==> src/rtl/score_pkg.sv <==
// Shared types and constants for the BCD score accumulator.
package score_pkg;

  typedef enum logic {
    ST_IDLE = 1'b0,
    ST_ADD  = 1'b1
  } state_e;

  localparam int         DIGIT_W  = 4;
  localparam logic [3:0] BCD_MAX  = 4'd9;
  localparam logic [4:0] BCD_BASE = 5'd10;

  function automatic logic [DIGIT_W-1:0] bcd_clamp(input logic [DIGIT_W-1:0] n);
    return (n > BCD_MAX) ? BCD_MAX : n;
  endfunction

endpackage

==> src/rtl/bcd_digit_add.sv <==
// One-digit BCD adder with carry; purely combinational.
module bcd_digit_add
  import score_pkg::*;
(
  input  logic [DIGIT_W-1:0] a,
  input  logic [DIGIT_W-1:0] b,
  input  logic               cin,
  output logic [DIGIT_W-1:0] sum,
  output logic               cout
);

  logic [DIGIT_W:0] s;

  // s <= 19, so subtracting 10 modulo 16 on the low nibble gives the exact digit.
  always_comb begin
    s    = {1'b0, a} + {1'b0, b} + {{DIGIT_W{1'b0}}, cin};
    cout = (s >= BCD_BASE);
    sum  = cout ? (s[DIGIT_W-1:0] - BCD_BASE[DIGIT_W-1:0]) : s[DIGIT_W-1:0];
  end

endmodule

==> src/rtl/score_bcd_counter.sv <==
// Multi-digit BCD score accumulator: ripples one digit per clock and exposes
// a copy of the score that only updates at frame boundaries.
module score_bcd_counter
  import score_pkg::*;
#(
  parameter int NDIGITS  = 4,
  parameter bit SATURATE = 1'b1
) (
  input  logic                       clk,
  input  logic                       reset,
  input  logic                       clear,
  input  logic                       add_valid,
  output logic                       add_ready,
  input  logic [7:0]                 add_amount,
  input  logic                       frame_tick,
  output logic [DIGIT_W*NDIGITS-1:0] disp_digits,
  output logic                       overflow,
  output logic                       busy
);

  localparam int               IDX_W = $clog2(NDIGITS);
  localparam logic [IDX_W-1:0] LAST  = IDX_W'(NDIGITS - 1);

  state_e                                state_q, state_d;
  logic [IDX_W-1:0]                      idx_q, idx_d;
  logic                                  carry_q, carry_d;
  logic [7:0]                            amt_q, amt_d;
  logic [NDIGITS-1:0][DIGIT_W-1:0]       work_q, work_d;
  logic [NDIGITS-1:0][DIGIT_W-1:0]       disp_q, disp_d;
  logic                                  ovf_q, ovf_d;
  logic                                  pend_q, pend_d;

  logic [DIGIT_W-1:0] dig_a, dig_b, dig_sum;
  logic               dig_cout;

  // Single shared digit adder, steered by idx.
  always_comb begin
    dig_a = work_q[idx_q];
    if (idx_q == '0)             dig_b = amt_q[3:0];
    else if (idx_q == IDX_W'(1)) dig_b = amt_q[7:4];
    else                         dig_b = '0;
  end

  bcd_digit_add u_dig (
    .a    (dig_a),
    .b    (dig_b),
    .cin  (carry_q),
    .sum  (dig_sum),
    .cout (dig_cout)
  );

  assign add_ready   = (state_q == ST_IDLE) && !clear;
  assign busy        = (state_q == ST_ADD);
  assign overflow    = ovf_q;
  assign disp_digits = disp_q;

  always_comb begin
    state_d = state_q;
    idx_d   = idx_q;
    carry_d = carry_q;
    amt_d   = amt_q;
    work_d  = work_q;
    disp_d  = disp_q;
    ovf_d   = ovf_q;
    pend_d  = pend_q;

    // Display latch is independent of clear: it sees the pre-clear value.
    if (state_q == ST_IDLE && (frame_tick || pend_q)) begin
      disp_d = work_q;
      pend_d = 1'b0;
    end else if (state_q == ST_ADD && frame_tick) begin
      pend_d = 1'b1;
    end

    if (clear) begin
      work_d  = '0;
      ovf_d   = 1'b0;
      state_d = ST_IDLE;
    end else begin
      unique case (state_q)
        ST_IDLE: begin
          if (add_valid) begin
            amt_d   = {bcd_clamp(add_amount[7:4]), bcd_clamp(add_amount[3:0])};
            idx_d   = '0;
            carry_d = 1'b0;
            state_d = ST_ADD;
          end
        end
        ST_ADD: begin
          work_d[idx_q] = dig_sum;
          carry_d       = dig_cout;
          idx_d         = idx_q + IDX_W'(1);
          if (idx_q == LAST) begin
            state_d = ST_IDLE;
            if (dig_cout) begin
              ovf_d = 1'b1;
              if (SATURATE) begin
                for (int i = 0; i < NDIGITS; i++) work_d[i] = BCD_MAX;
              end
            end
          end
        end
        default: state_d = ST_IDLE;
      endcase
    end
  end

  always_ff @(posedge clk) begin
    if (reset) begin
      state_q <= ST_IDLE;
      idx_q   <= '0;
      carry_q <= 1'b0;
      amt_q   <= '0;
      work_q  <= '0;
      disp_q  <= '0;
      ovf_q   <= 1'b0;
      pend_q  <= 1'b0;
    end else begin
      state_q <= state_d;
      idx_q   <= idx_d;
      carry_q <= carry_d;
      amt_q   <= amt_d;
      work_q  <= work_d;
      disp_q  <= disp_d;
      ovf_q   <= ovf_d;
      pend_q  <= pend_d;
    end
  end

endmodule

==> config.mk <==
export PLATFORM = sky130hd
export DESIGN_NAME = score_bcd_counter
export DESIGN_NICKNAME = d
export VERILOG_FILES = /design/src/rtl/score_pkg.sv /design/src/rtl/bcd_digit_add.sv /design/src/rtl/score_bcd_counter.sv
export SDC_FILE = /design/constraint.sdc
export NUM_CORES = 1
export LEC_CHECK = 0
export CAP_MARGIN = 20
export CORE_MARGIN = 5
export CORE_UTILIZATION = 30
export CTS_CLUSTER_SIZE = 25
export DETAILED_ROUTE_END_ITERATION = 8
export GPL_TIMING_DRIVEN = 0
export SETUP_SLACK_MARGIN = 0.4
export SLEW_MARGIN = 5
export SYNTH_ARGS = -nofsm -noshare
export SYNTH_HDL_FRONTEND = slang
export SYNTH_SLANG_ARGS = --single-unit
==> constraint.sdc <==
create_clock -name clk -period 3.79 [get_ports clk]
set_input_delay 0.5685 -clock clk [delete_from_list [all_inputs] [get_ports clk]]
set_output_delay 0.5685 -clock clk [all_outputs]
set_load 0.01 [all_outputs]
Word level (Yosys, flattened, before mapping)
Cells that the tools add are included.
{ "word_totals": {"ff_bits": 46, "out_inout_bits": 19, "elab_cells": 59, "input_bits": 13} }
{ "op_classes": {"magnitude_cmp": 5, "bitwise": 2, "n_eq_ne": 3, "n_mux": 19, "reduce_logical": 12, "n_addsub": 4} }
{ "op_table": {"columns": ["operator", "count"], "rows": [
  ["$mux W16", 2],
  ["$mux W4", 7],
  ["$bwmux W16", 1],
  ["$bmux W4 S2", 1],
  ["$demux W4 S2", 1],
  ["$gt A4 B4 Y1 const B", 2],
  ["$reduce_and A3 Y1", 2],
  ["$add A4 B4 Y5", 1],
  ["$add A5 B1 Y5", 1],
  ["$ge A5 B4 Y1 const B", 1],
  ["$logic_and A1 B1 Y1", 4],
  ["$pmux W1 S2", 2],
  ["$pmux W2 S2", 1],
  ["$reduce_or A2 Y1", 2],
  ["$sub A4 B4 Y4 const B", 1],
  ["$lt A2 B3 Y1 const B", 1],
  ["$mux W1", 3],
  ["$add A2 B1 Y2 const B", 1],
  ["$eq A2 B1 Y1 const B", 1],
  ["$eq A2 B2 Y1 const B", 1],
  ["$ge A2 B1 Y1 const B", 1],
  ["$logic_not A2 Y1", 1],
  ["$mux W2", 1],
  ["$ne A2 B2 Y1 const B", 1],
  ["4 further kinds", 5]
]} }

Logic depth before layout (Yosys ltp)
Gate-level depths: netlist of run 1.
{ "depth": {"ltp_word": 10, "ltp_mapped": 19, "ltp_nobuf": 15} }

Modules after synthesis
Synthesis of run 1 repeated with hierarchy kept, for this count alone.
{ "unflattened": {"hier_cells": 266, "hier_area_um2": 2290.9} }
{ "modules_own_cells": {"columns": ["module", "cells_each", "instances", "seq_area_each_um2", "area_per_inst_um2"], "rows": [
  ["score_bcd_counter", 228, 1, 920.9, 1968.1],
  ["bcd_digit_add", 38, 1, 0.0, 322.8]
]} }

Least setup slack after synthesis of run 1
OpenSTA, ideal clock, no wires.
{ "synth_timing": {"kind": "flip-flop to flip-flop", "from": "register idx_q[0]", "to": "register carry_q", "required_time_ps": 3723, "stages_incl_launch_ff": 18, "n_path_buf": 3, "setup_time_ps": 67, "arrival_time_ps": 3596, "path_slack_ps": 126, "period_less_slack_ps": 3664, "cell_sequence": "dfxtp_1 -> clkbuf_1 -> inv_1 -> ha_1 -> clkbuf_1 -> o21ai_0 -> fa_1 -> inv_1 -> fa_1 -> xnor2_1 -> inv_1 -> ha_1 -> a21boi_0 -> o311a_1 -> o31a_1 -> buf_6 -> or3b_1 -> a21oi_2"} }
{ "synth_between": {"elab_chain_len": 7, "word_cells_on_any_way": 10, "cone_classes": "2 x add/sub; 1 x order compare; 1 x eq/ne; 5 x mux; 1 x reduce/logical"} }
{ "synth_lines": {"columns": ["element", "line", "source"], "rows": [
  ["start, declared", "score_bcd_counter.sv:25", "logic [IDX_W-1:0] idx_q, idx_d;"],
  ["start signal, assigned", "score_bcd_counter.sv:120", "idx_q <= idx_d;"],
  ["$eq A2 B1 Y1", "score_bcd_counter.sv:40", "else if (idx_q == IDX_W'(1)) dig_b = amt_q[7:4];"],
  ["$mux W4", "score_bcd_counter.sv:40", null],
  ["$mux W4", "score_bcd_counter.sv:39", "if (idx_q == '0) dig_b = amt_q[3:0];"],
  ["$add A4 B4 Y5 (*)", "bcd_digit_add.sv:16", "s = {1'b0, a} + {1'b0, b} + {{DIGIT_W{1'b0}}, cin};"],
  ["$add A5 B1 Y5 (*)", "bcd_digit_add.sv:16", null],
  ["$ge A5 B4 Y1 (*)", "bcd_digit_add.sv:17", "cout = (s >= BCD_BASE);"],
  ["$pmux W1 S2 (*)", "score_bcd_counter.sv:80", "unique case (state_q)"],
  ["end signal, assigned", "score_bcd_counter.sv:121", "carry_q <= carry_d;"],
  ["end, declared", "score_bcd_counter.sv:26", "logic carry_q, carry_d;"]
]} }
Mark *: on every way between the ends. The rest lies on a longest branch, timed or not. The select of a mux whose other input is x is not followed.
A chain may end at the register's enable or synchronous reset.

Final worst setup path of run 1
Same ends and word-level chain as after synthesis.

==> summary.md, run 1 <==
| Metric | Value |
|---|---|
| Run status | completed |
| Cell count after synthesis | 269 |
| Final ANT Viol Nets | 0 |
| First-pass GRT wire length | 9320 µm |
| Dominant cell type by area after synthesis | dfxtp_1 |
| Final worst path period share | 86.7% |
| Tot GR Track Use | 13.0% |
| Mux contribution to synthesized area | 5.39% |
| Sink Count | 46 |
| Area of the multi-input gates | 1270 µm² |
| Initial antenna violation count | 0 |
| Top FF cell, synth | dfxtp_1 |
| Compound-gate portion of the synthesized area | 17.6% |
| CP endpoint kind | flop |
| GR Overflow Total | 0 |
| Library cells used by synthesis | 41 |
| Reg area | 928 µm² |
| Peak VDD IR | 0.126 mV |
| Largest net degree at the start of global routing | 15 |
| Root Driver | clkbuf_8 |
| Skew-Pair Late Insertion Delay | 0.30 ns |
| Max-slew violations | 0 |
| Routability cong. | 0.897 |
| Sequential area share after synthesis | 41.3% |
| Max-cap violations | 0 |
| Mapped Nets | 292 |
| Slowest CP cell | mux4_2 |
| Dominant cells by area after synthesis | dfxtp_1 41%, nand2_1 8.6%, a21oi_1 8.1% |
| Final Hold Vio Count | 0 |
| Reg2reg path depth | 12 |
| Worst EP required | 4.02 ns |
| Port-buffer cells | 31 |
| Main combinational cell family by area after synthesis | simple AND/OR/NAND/NOR gates |
| DP Wirelength | 4150 µm |
| Initial Util | 30.7% |
| Worst slew margin | 62.8% |
| Leak | 1.03 nW |
| Die Y | 96.2 µm |
| Layout Area Growth over Synthesis | 31.9% |
| DR pass1 iterations | 4 |
| Register bit total from synthesis | 46 |
| Drt wl/cell | 13.2 µm |
| CP Cell Sequence | buf_8, mux4_2, fa_2, inv_2, fa_2, ha_2, a21boi_1, o311a_1, o31a_1, buf_6, or3b_4, a21oi_2 |
| Post-Synth Adder-Cell Area | 6.29% |
| Worst-path clk slew | 0.09 ns |
| WHS Path Cells | 2 |
| Reg2reg start | idx_q[0] |
| Count leader, synth | nand2_1 |
| Synth Cell Area | 2230 µm² |
| Count of final setup violators | 0 |
| Num CTS Buffers | 5 |
| Hold Buf Count CTS | 0 |
| CP dominant cell by count | fa_2 |
| Top cell family by delay on the critical path | adder cells |
| Crit-path max cell delay | 0.53 ns |
| Fillers | 768 |
| Drt drc | 0 |
| Final wirelength | 5530 µm |
| Share of layout cells above drive strength 1 | 15.0% |
| Vias in the first global route | 1939 |
| Hold endpoint | disp_digits[5] |
| WP buf/inv | 3 |
| Die span in x | 96.2 µm |
| FF-to-FF End | carry_q |
| Hold Crit Class | flop to flop |
| Min Tclk post-route | 3.28 ns |
| Initial drt markers | 150 |
| Highest Clock Rate | 0.304 GHz |
| Number of enable flip-flop cells after synthesis | 0 |
| Worst Path Arrival | 3.52 ns |
| Core box area | 7250 µm² |
| RSZ-0062 raised after global routing | yes |
| Kind of critical path | flop to flop |
| Clk buf depth | 2 |
| Num rows | 31 |
| Die area | 9260 µm² |
| Final #Nets | 341 |
| Post-synthesis simple-gate area fraction | 23.8% |
| Ys Warns | 0 |
| Top cell type's share of synthesized area | 41.3% |
| Via count | 2028 |
| Antenna cells | 0 |
| Final core occ | 40.5% |
| Clock skew | 0.00749 ns |
| CP Max Fanout | 8 |
| I/O Pins | 32 |
| Commonest cells in the netlist | 51 x nand2_1, 46 x dfxtp_1, 36 x a21oi_1, 24 x nor2_1, 12 x o21ai_0 |
| Worst Setup Start Kind | flop |
| Slew @ Worst Pin | 0.555 ns |
| CTS tree | done |
| Synth async-reset ratio | 0% |
| Pwr dens | 300 nW/µm² |
| Avg Vias per Cell | 4.85 |
| H-tree depth | 2 |
| Reg-to-reg slack, setup | 0.51 ns |
| Post-Synth XOR/XNOR Area | 1.18% |
| Hold path start | disp_digits[5] |
| Hold slack final | 0.456 ns |
| Syn_area_per_cell | 8.29 µm² |
-- registers in the layout (all words and copies together), names as in the netlist --
name,count
disp_digits,16
work_q,16
amt_q,8
idx_q,2
busy,1
carry_q,1
overflow,1
pend_q,1
-- layer usage --
layer | vias to the layer above | share of wire, % | track usage [%] | wire, µm
li1 | 1031 | - | - | -
met1 | 945 | 47 | 17.2 | 2600
met2 | 46 | 46 | 20.9 | 2540
met3 | 6 | 5.5 | 2.50 | 306
met4 | 0 | 1.6 | 4.98 | 90
met5 | - | 0 | 0 | 0
-- tightest hold or removal path, delay by kind of cell, from the launching register on --
kind | cells | cell delay, ns
DFF | 1 | 0.32
and+or+nand+nor | 1 | 0.05
AOI/OAI and AO/OA | 1 | 0.05
-- kinds of logic (layout without fill, tap and decap cells) --
kind of cell | Yosys count | in the layout
AOI/OAI and AO/OA | 67 | 67
DFF | 46 | 46
adders and majority gates | 10 | 10
buffers and inverters | 24 | 74
muxes | 7 | 7
xor gates and xnor gates | 3 | 3
and+or+nand+nor | 112 | 112
-- report_power, final --
part | switching, mW | internal [mW]
Sequential | 0.00391 | 0.487
Clock | 0.168 | 0.130
Combinational | 0.0502 | 0.0412
-- per-stage QoR --
| step | std cells | setup TNS (ns) | total power, mW | instance area, µm² | setup slack, ns |
|---|---|---|---|---|---|
| floorplan | 269 | 0 | 0.552 | 2240 | 0.407 |
| global placement | 399 | -0.420 | 0.585 | 2680 | -0.110 |
| detailed placement | 399 | -0.378 | 0.585 | 2680 | -0.111 |
| CTS | 409 | 0 | 0.887 | 2820 | 0.436 |
| global route | 418 | 0 | 0.922 | 2940 | 0.383 |
| finish | 418 | 0 | 0.881 | 2940 | 0.506 |
-- placed cells by master (no fill, tap or decap), types with 2 or more instances in the layout --
cell type / count
dfxtp_1: 44
nor3_1: 2
nor2_1: 23
and2_1: 3
a21oi_1: 36
buf_8: 2
nor3b_1: 6
a31oi_1: 2
nand3_1: 9
clkbuf_1: 9
o21ai_0: 10
inv_2: 3
nand2_1: 51
buf_4: 11
dfxtp_4: 2
nand3b_1: 8
o211ai_1: 3
ha_1: 6
mux2i_1: 3
clkdlybuf4s50_1: 31
buf_6: 3
fa_2: 2
or2_2: 2
mux4_2: 4
clkbuf_8: 5
a221oi_2: 2
and3_1: 2
inv_1: 6
xnor2_1: 2
-- cell type report --
| cell class | instances | area share (%) |
|---|---|---|
| buffer | 14 | 3.32 |
| clock buffer | 6 | 2.47 |
| inverter | 10 | 1.36 |
| timing repair buffer | 42 | 13.4 |
| tap | 99 | 4.21 |
| sequential | 46 | 31.6 |
| multi-input combinational | 199 | 43.2 |
| clock inverter | 2 | 0.468 |
-- worst max-delay path by stage --
stage / endpoint / slack [ns] / cells past startpoint / startpoint
6_report: carry_q / 0.51 / 12 / idx_q[0]
5_1_grt: carry_q / 0.38 / 18 / idx_q[0]
4_1_cts: carry_q / 0.44 / 12 / idx_q[0]
3_5_place_dp: work_q[5] / -0.11 / 17 / idx_q[0]
3_3_place_gp: work_q[5] / -0.11 / 17 / idx_q[0]
2_1_floorplan: carry_q / 0.41 / 16 / idx_q[0]
-- repair_timing --
item / 4_1_cts / 5_1_grt
setup endpoints to repair: 17 / 17
gates resized for setup: 14 / 22
pin swaps: 2 / 5
cloned: 0 / 0
setup buffers: 2 / 9
(Power assumes the default switching activity.)
==> run 2: changes to the inputs <==
--- a/config.mk
+++ b/config.mk
@@ -11,7 +11,7 @@
 export CTS_CLUSTER_SIZE = 25
 export DETAILED_ROUTE_END_ITERATION = 8
 export GPL_TIMING_DRIVEN = 0
-export SETUP_SLACK_MARGIN = 0.4
+export RECOVER_POWER = 50
 export SLEW_MARGIN = 5
 export SYNTH_ARGS = -nofsm -noshare
 export SYNTH_HDL_FRONTEND = slang
==> run 2 against run 1 <==
  * Global-route usage fell by 0.22 points
  * Clock skew increased by 0.0025 ns
  * Sequential share of layout area rose by 1.5 points
  * Maximum frequency decreased by 9.7%
  * First-iteration DRC count shrank 11%
  * Worst hold slack lost 0.0044 ns
  * Wire length shrank 2.6%
  * Register-to-register slack worse by 0.35 ns
  * Highest routed layer unchanged
==> summary.md, run 2 (same netlist as run 1, synthesis figures left out) <==
| Metric | Value |
|---|---|
| Final ANT Viol Nets | 0 (unchanged) |
| Commonest cells after routing, fill and taps aside | 51 x nand2_1, 44 x dfxtp_1, 36 x a21oi_1, 23 x nor2_1, 21 x dlygate4sd3_1 |
| Run status | completed |
| Clock skew | 0.00994 ns (+0.00245 ns) |
| Port-buffer cells | 31 (unchanged) |
| Skew-Pair Late Insertion Delay | 0.31 ns (about the same) |
| CP endpoint kind | flop |
| Kind of critical path | flop to flop |
| Tot GR Track Use | 12.8% (-0.22 points) |
| Hold slack final | 0.451 ns (-0.00438 ns) |
| H-tree depth | 2 (unchanged) |
| Die Y | 96.2 µm (unchanged) |
| Most common cell after layout, fill and taps aside | nand2_1 |
| FF-to-FF End | work_q[13] |
| Hold path start | disp_digits[15] |
| Initial antenna violation count | 0 (unchanged) |
| Vias in the first global route | 1908 (-1.6%) |
| Worst EP required | 3.97 ns (-0.05 ns) |
| Final wirelength | 5390 µm (-2.6%) |
| Reg2reg start | idx_q[0] |
| Num CTS Buffers | 5 (unchanged) |
| Count of final setup violators | 0 (unchanged) |
| Worst Setup Start Kind | flop |
| Largest net degree at the start of global routing | 15 (unchanged) |
| Leak | 1.03 nW (+0.33%) |
| Sink Count | 46 (unchanged) |
| WHS Path Cells | 2 (unchanged) |
| CP Max Fanout | 10 (+2) |
| Reg-to-reg slack, setup | 0.15 ns (-0.35 ns) |
| Via count | 1985 (-2.1%) |
| DP Wirelength | 4130 µm (-0.53%) |
| Min Tclk post-route | 3.64 ns (+0.351 ns) |
| Dpl ws | -0.570 ns (-0.459 ns) |
| Hold Buf Count CTS | 0 (unchanged) |
| Final #Nets | 330 (-3.2%) |
| Hold Crit Class | flop to flop |
| First-pass GRT wire length | 9140 µm (-1.9%) |
| Drt wl/cell | 13.2 µm (about the same) |
| Reg2reg path depth | 17 (+5) |
| I/O Pins | 32 (unchanged) |
| Share of layout cells above drive strength 1 | 8.77% (-6.3 points) |
| Num rows | 31 (unchanged) |
| Max-cap violations | 0 (unchanged) |
| Routability cong. | 0.896 (-0.18%) |
| Hold endpoint | disp_digits[15] |
| Initial drt markers | 133 (-11%) |
| Worst setup margin | 0.155 ns (-0.351 ns) |
| Die area | 9260 µm² (unchanged) |
| Slew @ Worst Pin | 0.538 ns (-0.0171 ns) |
| DR pass1 iterations | 4 (unchanged) |
| Final worst path period share | 95.9% (+9.3 points) |
| Layout Area Growth over Synthesis | 25.4% |
| Die span in x | 96.2 µm (unchanged) |
| Peak VDD IR | 0.160 mV (+27%) |
| Worst Path Arrival | 3.82 ns (+0.30 ns) |
| Highest Clock Rate | 0.275 GHz (-9.7%) |
| Worst-path clk slew | 0.09 ns (about the same) |
| GR Overflow Total | 0 (unchanged) |
| Avg Vias per Cell | 4.88 (+0.53%) |
| Final Hold Vio Count | 0 (unchanged) |
| Max-slew violations | 0 (unchanged) |
| Worst slew margin | 64.0% (+1.1 points) |
| Root Driver | clkbuf_8 |
| Antenna cells | 0 (unchanged) |
| Core box area | 7250 µm² (unchanged) |
| CTS tree | done |
| Pwr dens | 321 nW/µm² (+7.1%) |
| Drt drc | 0 (unchanged) |
| Clk buf depth | 2 (unchanged) |
| Initial Util | 30.7% (unchanged) |
| Fillers | 773 (+0.65%) |
## run 2: worst max-delay path by stage
stage                         from          to  slack, ns  cells past startpoint
after floorplan           idx_q[0]     carry_q       0.13                     17
after global placement    idx_q[0]   work_q[5]      -0.58                     17
after detailed placement  idx_q[0]   work_q[5]      -0.57                     17
after CTS                 idx_q[0]     carry_q      0.007                     17
after global routing      idx_q[0]   work_q[5]     -0.009                     17
final                     idx_q[0]  work_q[13]       0.15                     17
## run 2: what timing repair did
item                       CTS  global route
resized for setup            6            10
setup buffers                1             0
pin swaps                    1             1
setup endpoints to repair   17            17
## run 2: critical path, cell delays in order (launching register included)
cell,delay (ns)
dfxtp_2,0.36
buf_6,0.14
inv_1,0.08
ha_1,0.25
clkbuf_4,0.20
nand2_1,0.10
o21ai_2,0.06
fa_1,0.40
inv_1,0.09
fa_2,0.48
ha_1,0.26
a21boi_1,0.15
o311a_1,0.13
o31a_1,0.25
buf_6,0.15
clkbuf_4,0.18
a22oi_1,0.19
nor2_1,0.06
## run 2: final cells by class
type                    instances  area (µm²)  area share [%]
plain buffers                  13        71.3            2.55
clock buffers                   7        86.3            3.09
clock inverters                 1        8.76           0.313
inverters                      10        37.5            1.34
multi-input cells             199        1230            43.9
flip-flops and latches         46         923            33.0
well taps                      99         124            4.43
repair buffers                 32         318            11.4
## run 2: through the flow
step / setup TNS (ns) / util, % / total power [mW] / instances / cell area (µm²)
2_1_floorplan: 0 / - / 0.551 / 269 / 2230
3_3_place_gp: -7.50 / 36.7 / 0.584 / 399 / 2660
3_5_place_dp: -7.55 / 36.7 / 0.584 / 399 / 2660
4_1_cts: 0 / 38.3 / 0.905 / 408 / 2780
5_1_grt: -0.00939 / 38.5 / 0.934 / 407 / 2800
6_report: 0 / 38.5 / 0.897 / 407 / 2800
## run 2: power by group
group	internal (mW)	switching, mW
clock network	0.151	0.171
registers	0.488	0.00396
logic	0.0347	0.0479
total	0.674	0.223
## run 2: layer usage
layer | GRT usage (%) | part of all wire, %
met5 | 0 | 0
met4 | 4.98 | 2.0
met3 | 2.66 | 4.9
met2 | 20.7 | 47
met1 | 16.6 | 46
